==> src/rtl/cpu_pkg.sv <==
// Shared types and widths for the 9-bit CPU front end.
//   PC_W      : PC / instruction memory address width
//   INSTR_W   : instruction width
//   LUT_IDX_W : branch-target LUT index width
//   CNT_W     : retired-instruction counter width
package cpu_pkg;

    localparam int unsigned PC_W      = 10;
    localparam int unsigned INSTR_W   = 9;
    localparam int unsigned LUT_IDX_W = 5;
    localparam int unsigned CNT_W     = 16;

    typedef logic [INSTR_W-1:0] instr_t;
    typedef logic [PC_W-1:0]    pc_t;

    typedef enum logic [1:0] {
        IDLE = 2'd0,
        RUN  = 2'd1,
        DONE = 2'd2
    } fetch_state_t;

endpackage

==> src/rtl/branch_lut.sv <==
// Branch-target table: maps the LUT index carried by a branch instruction
// to an absolute PC. Contents are fixed for the program build; entries not
// listed explicitly default to idx * 2**(PC_W-LUT_IDX_W).
//   idx_i    : LUT index from the current instruction
//   target_o : branch target PC (combinational)
module branch_lut
    import cpu_pkg::*;
(
    input  logic [LUT_IDX_W-1:0] idx_i,
    output pc_t                  target_o
);

    // Program-specific targets override the evenly spaced default.
    always_comb begin
        target_o = pc_t'(idx_i) << (PC_W - LUT_IDX_W);
        case (idx_i)
            5'd2:    target_o = pc_t'(40);
            5'd3:    target_o = pc_t'(100);
            5'd31:   target_o = pc_t'(1000);
            default: ;
        endcase
    end

endmodule

==> src/rtl/fetch_unit.sv <==
// Instruction fetch stage of the 9-bit CPU. Holds the PC, drives the
// synchronous instruction ROM address, presents the fetched instruction to
// decode, applies branch/halt resolution from decode and runs the
// Start/Done program handshake.
// Optional feature macro: FETCH_STEP_EN adds single-step control inputs.
// Ports:
//   Clk, Reset_n   : clock (rising edge), asynchronous active-low reset
//   Start          : begin program at PC 0 (sampled in IDLE/DONE)
//   Step_en, Step  : (FETCH_STEP_EN only) step mode and step pulse
//   Branch_en/Branch_taken/Branch_idx/Halt : resolution from decode
//   imem_addr      : ROM address (combinational), data returns next cycle
//   imem_data      : ROM read data
//   mach_code      : instruction to decode (pass-through of imem_data)
//   instr_valid    : mach_code executes this cycle
//   PC             : address of mach_code
//   Instr_cnt      : retired instructions, saturating
//   Done, Err      : program finished; finished by PC overflow
module fetch_unit
    import cpu_pkg::*;
(
    input  logic                 Clk,
    input  logic                 Reset_n,
    input  logic                 Start,
`ifdef FETCH_STEP_EN
    input  logic                 Step_en,
    input  logic                 Step,
`endif
    input  logic                 Branch_en,
    input  logic                 Branch_taken,
    input  logic [LUT_IDX_W-1:0] Branch_idx,
    input  logic                 Halt,
    output pc_t                  imem_addr,
    input  instr_t               imem_data,
    output instr_t               mach_code,
    output logic                 instr_valid,
    output pc_t                  PC,
    output logic [CNT_W-1:0]     Instr_cnt,
    output logic                 Done,
    output logic                 Err
);

    fetch_state_t     state_q, state_d;
    pc_t              pc_q, pc_d;
    logic [CNT_W-1:0] cnt_q, cnt_d;
    logic             done_q, done_d;
    logic             err_q, err_d;

    logic             step_ok;
    logic             take;
    pc_t              lut_target;
    pc_t              next_pc;
    pc_t              addr_c;
    logic             valid_c;

    // Whether the current RUN cycle is allowed to execute.
`ifdef FETCH_STEP_EN
    assign step_ok = !Step_en || Step;
`else
    assign step_ok = 1'b1;
`endif

    branch_lut u_lut (
        .idx_i    (Branch_idx),
        .target_o (lut_target)
    );

    assign take    = Branch_en && Branch_taken;
    assign next_pc = take ? lut_target : pc_q + pc_t'(1);

    // State and datapath registers.
    always_ff @(posedge Clk or negedge Reset_n) begin
        if (!Reset_n) begin
            state_q <= IDLE;
            pc_q    <= '0;
            cnt_q   <= '0;
            done_q  <= 1'b0;
            err_q   <= 1'b0;
        end else begin
            state_q <= state_d;
            pc_q    <= pc_d;
            cnt_q   <= cnt_d;
            done_q  <= done_d;
            err_q   <= err_d;
        end
    end

    // Next-state, PC sequencing and ROM address.
    always_comb begin
        state_d = state_q;
        pc_d    = pc_q;
        cnt_d   = cnt_q;
        done_d  = done_q;
        err_d   = err_q;
        addr_c  = '0;
        valid_c = 1'b0;

        case (state_q)
            IDLE, DONE: begin
                if (Start) begin
                    state_d = RUN;
                    pc_d    = '0;
                    cnt_d   = '0;
                    done_d  = 1'b0;
                    err_d   = 1'b0;
                end
            end
            RUN: begin
                if (step_ok) begin
                    valid_c = 1'b1;
                    if (cnt_q != '1) begin
                        cnt_d = cnt_q + CNT_W'(1);
                    end
                    if (Halt) begin
                        state_d = DONE;
                        done_d  = 1'b1;
                    end else if (!take && (pc_q == '1)) begin
                        // Falling off the end of the ROM is an error, not a wrap.
                        state_d = DONE;
                        done_d  = 1'b1;
                        err_d   = 1'b1;
                    end else begin
                        // ROM sees next_pc now, so the target is valid next cycle.
                        pc_d   = next_pc;
                        addr_c = next_pc;
                    end
                end else begin
                    // Stalled step: re-fetch the current instruction.
                    addr_c = pc_q;
                end
            end
            default: state_d = IDLE;
        endcase
    end

    assign imem_addr   = addr_c;
    assign mach_code   = imem_data;
    assign instr_valid = valid_c;
    assign PC          = pc_q;
    assign Instr_cnt   = cnt_q;
    assign Done        = done_q;
    assign Err         = err_q;

endmodule

==> config.mk <==
export PLATFORM = sky130hd
export DESIGN_NAME = fetch_unit
export DESIGN_NICKNAME = d
export VERILOG_FILES = /design/src/rtl/cpu_pkg.sv /design/src/rtl/branch_lut.sv /design/src/rtl/fetch_unit.sv
export SDC_FILE = /design/constraint.sdc
export NUM_CORES = 1
export LEC_CHECK = 0
export ABC_AREA = 0
export CAP_MARGIN = 0
export CORE_AREA = 2 2 76 78
export CTS_CLUSTER_DIAMETER = 100
export DETAILED_ROUTE_END_ITERATION = 6
export DIE_AREA = 0 0 78 80
export GPL_ROUTABILITY_DRIVEN = 0
export GPL_TIMING_DRIVEN = 0
export HOLD_SLACK_MARGIN = 0.02
export PLACE_DENSITY = 0.77
export SLEW_MARGIN = 40
export SYNTH_ARGS = -nofsm -noshare
export SYNTH_HDL_FRONTEND = slang
export SYNTH_SLANG_ARGS = --single-unit
==> constraint.sdc <==
create_clock -name Clk -period 3.8 [get_ports Clk]
set_input_delay 0.57 -clock Clk [delete_from_list [all_inputs] [get_ports Clk]]
set_output_delay 0.57 -clock Clk [all_outputs]
set_load 0.05 [all_outputs]
==> metrics.yaml, run 1 <==
status:
  status: "finished, final reports clean"
timing:
  max-slew-margin-rel_pct: 45.6
  clock.fmax_mhz: 275
  clock_skew_ps: 6.22
  finalCriticalPeriod_ps: 3640
  final_hold_viol_count: 0
  rsz0062_at_grt: "false"
  setup_violations: 0
  maxSlewViolCount: 0
  finalCritPeriodShare_pct: 95.8
  setup_tns_ps: 0
  tightest_slew_ps: 809
yosys:
  synth_edf_count: 0
  ys_types: 60
  syn_inst: 236
  syn_nets: 258
  syn_area_sq_um: 2110
  synthTopCellsByCount: "dfrtp_1 (30), nand2_1 (22), a21oi_1 (14), nor2_1 (13), o21ai_0 (12)"
  ys_ff_latch: 30
  yosysTopAreaCellShare_pct: 35.7
  ys_seq_area_share_pct: 35.7
  synth.avg_cell_area_sq_um: 8.92
  synth_top_cell_by_area: "dfrtp_1"
  yosys-top-cells-area: "dfrtp_1 (36%), nand2_1 (3.9%), a21oi_1 (3.3%)"
  async_flop_share_pct: 100
  yosys_warnings: 0
  yosys.cell_count.top_type: "dfrtp_1"
  ys.flop_type: "dfrtp_1"
flow_run:
  maxCapViolCount: 0
power:
  internal_power_mw: 0.656
  combPwrFrac_pct: 39.5
  p_per_area_nw_per_um2: 387
  leakage_nw: 1.09
  power_mw: 1.11
  pwr-share-clk_pct: 24.2
  seqPwrFrac_pct: 36.3
  power_switching_mw: 0.459
  switching_share_pct: 41.2
  max-vdd-ir-drop_mv: 0.188
cells_and_area:
  nets: 324
  antenna_cells: 0
  n_fill_cell: 513
  postLayoutCoreUtil_pct: 53.3
  fin_area_sq_um: 2880
  multi_input_area_sq_um: 1220
  areaGrowthSynthToFinish_pct: 36.9
  drive_above_1_share_pct: 11.6
  seq_area_sq_um: 751
drt:
  vias_per_cell: 5.59
  wl_um: 5620
  drt_pass1_iterations: 4
  vias: 2097
  ant_nets: 0
  drcViolationCount: 0
  first_iter_violations: 170
  wire_per_inst_um: 15.0
floorplan:
  initial_core_util_pct: 39.0
  ios: 68
  fp-row-count: 27
  die_x_um: 78
  die-area_sq_um: 6240
  dieHeight_um: 80
  core_sq_um: 5410
min_path:
  hold_path_class: "in2async"
critical_path:
  critPathArrivalTime_ps: 3070
  cp_cell_sequence: "clkdlybuf4s50_1 -> or3b_1 -> clkbuf_1 -> nor2_2 -> nand2_1 -> o21ai_0 -> clkdlybuf4s50_1"
  crit_path_top_delay_cell: "clkdlybuf4s50_1"
  cp.required_ps: 3230
  critPathCaptureType: "primary output"
  critical_path.max_stage_delay_ps: 840
  critPathKind: "in2out"
  cpMostUsedCell: "clkdlybuf4s50_1"
  worstPathMaxFanout: 7
  cp-start-kind: "input port"
clock_network:
  cts_setup_buffers: 0
  cts.sinks: 30
  cts.clk_slew.worst_paths_ps: 60
  cts_tree: "yes"
  hold_buffers: 0
  insertion_delay_ps: 290
  cts_root_buffer: "clkbuf_8"
  cts_made_buffers: 5
  cts_max_level: 2
  clockBufferDepth: 2
  cts_resized: 0
grt:
  globalRoute.totalOverflow: 0
  grt_max_degree: 25
  antenna_found_initial: 0
  grt_pass1_wl_um: 9250
  grt_pass1_vias: 1906
  grt_util_all_layers_pct: 18.5
place:
  hpwlAfterDp_um: 4200
  port_buffers: 58
  post_dp_cell_area_sq_um: 2790
[power groups by stage]
stage               Clock, mW  Sequential, mW  Combinational, mW
floorplan                   0           0.503              0.194
CTS                     0.278           0.404              0.442
global route            0.290           0.412              0.466
finish                  0.270           0.405              0.440
detailed placement          0           0.409              0.440
global placement            0           0.409              0.433
[stage by stage]
step | worst slack [ps] | hold slack, ps | cells
after floorplan | 334 | 274 | 236
after global placement | 144 | 467 | 366
after detailed placement | 164 | 430 | 367
after CTS | 149 | 122 | 375
after global routing | 49.4 | 126 | 375
final | 159 | 124 | 375
[critical path, delay by kind of cell]
| kind | cells | cell delay (ps) |
|---|---|---|
| compound gates | 1 | 220 |
| buf+inv | 3 | 1540 |
| simple gates | 3 | 740 |
[flip-flops by register name, indices dropped and copies added, names as in the netlist]
signal and cells:
state_q 2, Err 1, PC 10, Done 1, Instr_cnt 16
[cells in the final DEF, fill, tap and decap left out, types with 5 or more instances in the layout]
| master | netlist | routed |
|---|---|---|
| a31oi_1 | 5 | 5 |
| dfrtp_1 | 30 | 30 |
| nand3_1 | 8 | 8 |
| clkdlybuf4s50_1 | 0 | 57 |
| nor2_1 | 13 | 13 |
| a211oi_1 | 9 | 9 |
| nor3_1 | 7 | 7 |
| inv_1 | 7 | 7 |
| a21oi_1 | 14 | 14 |
| or3_1 | 6 | 6 |
| buf_4 | 9 | 9 |
| clkbuf_8 | 0 | 6 |
| clkbuf_1 | 4 | 5 |
| nand2_1 | 22 | 22 |
| o21ai_0 | 12 | 12 |
| and3_1 | 5 | 5 |
| nand4_1 | 6 | 6 |
[kinds of logic after synthesis]
logic type,count (synthesis),share of synthesized area [%]
simple gates,98,27.7
mux,5,2.44
buf+inv,24,6.18
xor+xnor,7,2.91
compound gates,70,23.9
fa+ha+maj,2,1.19
flops,30,35.7
[path summary, 6_finish.rpt]
check                         from      endpoint  slack [ps]  cells after the start
max                           Halt  imem_addr[5]         160                      7
min                        Reset_n         PC[3]         120                      1
max reg2reg                  PC[0]         PC[7]        1770                      5
min reg2reg                   Done          Done         470                      2
max in group asynchronous  Reset_n           Err        3280                      2
min in group Clk              Done          Done         470                      2
[per-layer routing]
| metal | track usage, % | wire (um) |
|---|---|---|
| met5 | 0 | 0 |
| met4 | 6.49 | 82 |
| met3 | 3.96 | 296 |
| met2 | 28.5 | 2680 |
| met1 | 25.7 | 2550 |
[final cells by class]
cell class              instances  area share [%]
well taps                      72            3.13
clock buffers                   7            2.99
plain buffers                  16            3.39
multi-input cells             182            42.5
clock inverters                 1           0.174
flip-flops and latches         30            26.0
inverters                       8            1.13
repair buffers                 59            20.7
(Power assumes the default switching activity.)
==> inputs of run 2 (changes only) <==
- CTS_BUF_LIST: default -> sky130_fd_sc_hd__clkbuf_16
- PLACE_DENSITY: 0.77 -> 0.8
==> metrics.yaml, run 2 (synthesized netlist as in run 1, its figures left out) <==
timing:
  finalCriticalPeriod_ps: 3660
  clock_skew_ps: 4.34
  finalCritPeriodShare_pct: 96.3
  max-slew-margin-rel_pct: 49.5
  rsz0062_at_grt: "false"
  final_hold_viol_count: 0
  clock.fmax_mhz: 273
  setup_violations: 0
  setup_tns_ps: 0
  maxSlewViolCount: 0
  tightest_slew_ps: 751
  hold_slack_ps: 162
cells_and_area:
  mostFrequentLayoutCells: "clkdlybuf4s50_1 (57), dfrtp_1 (30), nand2_1 (22)"
  nets: 324
  antenna_cells: 0
  multi_input_area_sq_um: 1220
  areaGrowthSynthToFinish_pct: 39.3
  fin_area_sq_um: 2930
  drive_above_1_share_pct: 11.6
  seq_area_sq_um: 751
  n_fill_cell: 492
  largest_reg_flops: 16
  layout_commonest_cell: "clkdlybuf4s50_1"
clock_network:
  insertion_delay_ps: 270
  cts.clk_slew.worst_paths_ps: 50
  cts_made_buffers: 5
  cts_tree: "yes"
  hold_buffers: 0
  cts.sinks: 30
  cts_setup_buffers: 0
  cts_max_level: 2
  clockBufferDepth: 2
  cts_root_buffer: "clkbuf_16"
  cts_resized: 0
power:
  p_per_area_nw_per_um2: 415
  power_mw: 1.22
  leakage_nw: 1.12
  max-vdd-ir-drop_mv: 0.240
floorplan:
  dieHeight_um: 80
  initial_core_util_pct: 39.0
  die_x_um: 78
  ios: 68
  die-area_sq_um: 6240
  core_sq_um: 5410
  fp-row-count: 27
drt:
  ant_nets: 0
  wire_per_inst_um: 15.0
  drt_pass1_iterations: 4
  wl_um: 5610
  first_iter_violations: 142
  vias: 2095
  vias_per_cell: 5.60
  drcViolationCount: 0
grt:
  grt_max_degree: 24
  grt_util_all_layers_pct: 17.7
  grt_pass1_wl_um: 8840
  antenna_found_initial: 0
  globalRoute.totalOverflow: 0
  grt_pass1_vias: 1870
place:
  port_buffers: 58
  hpwlAfterDp_um: 4150
  post_dp_cell_area_sq_um: 2800
status:
  status: "finished, final reports clean"
critical_path:
  critPathCaptureType: "primary output"
  critPathArrivalTime_ps: 3090
  worstPathMaxFanout: 7
  cp-start-kind: "input port"
  cp.required_ps: 3230
  rr_worst_depth: 5
  critPathKind: "in2out"
min_path:
  hold_path_class: "in2async"
flow_run:
  maxCapViolCount: 0
-- run 2: cell count changes in the layout (fill, tap and decap cells not counted), sizes merged --
cell | before | now
clkbuf | 11 | 9
clkinv | 1 | 2
-- run 2: area by class of cell --
cell class,count,area share [%]
flip-flops and latches,30,25.6
clock inverters,2,0.341
multi-input cells,182,41.7
plain buffers,16,3.33
repair buffers,59,20.6
inverters,8,1.11
well taps,72,3.07
clock buffers,5,4.26
-- run 2: worst paths after layout --
| path | start | endpoint | slack, ps |
|---|---|---|---|
| max | Halt | imem_addr[5] | 140 |
| min | Reset_n | PC[3] | 160 |
| max reg2reg | PC[0] | PC[7] | 1760 |
| min reg2reg | Done | Done | 470 |
| max in group asynchronous | Reset_n | state_q[0] | 3250 |
| min in group Clk | Done | Done | 470 |
-- run 2: critical path, stage by stage --
cell and delay [ps]:
clkdlybuf4s50_1 500, or3b_1 420, clkbuf_1 210, nor2_2 230
nand2_1 110, o21ai_0 210, clkdlybuf4s50_1 840
-- run 2: power by group --
part / total (mW) / switching [mW] / leakage, nW / internal (mW)
clock: 0.370 / 0.135 / 0.0694 / 0.236
combinational: 0.440 / 0.283 / 0.640 / 0.158
sequential: 0.407 / 0.0532 / 0.409 / 0.354
-- run 2: per-layer routing --
| layer | up-vias | share of wire, % | track usage [%] |
|---|---|---|---|
| met5 | - | 0 | 0 |
| met4 | 0 | 0.95 | 6.14 |
| met3 | 4 | 5.3 | 3.73 |
| met2 | 72 | 49 | 29.0 |
| met1 | 999 | 45 | 23.3 |
| li1 | 1020 | - | - |
-- run 2: stage by stage --
| step | std cells | worst slack (ps) | util [%] |
|---|---|---|---|
| global route | 374 | 26.8 | 54.3 |
| CTS | 374 | 153 | 54.3 |
| detailed placement | 367 | 167 | 51.8 |
| floorplan | 236 | 334 | - |
| finish | 374 | 142 | 54.3 |
| global placement | 366 | 157 | 51.4 |
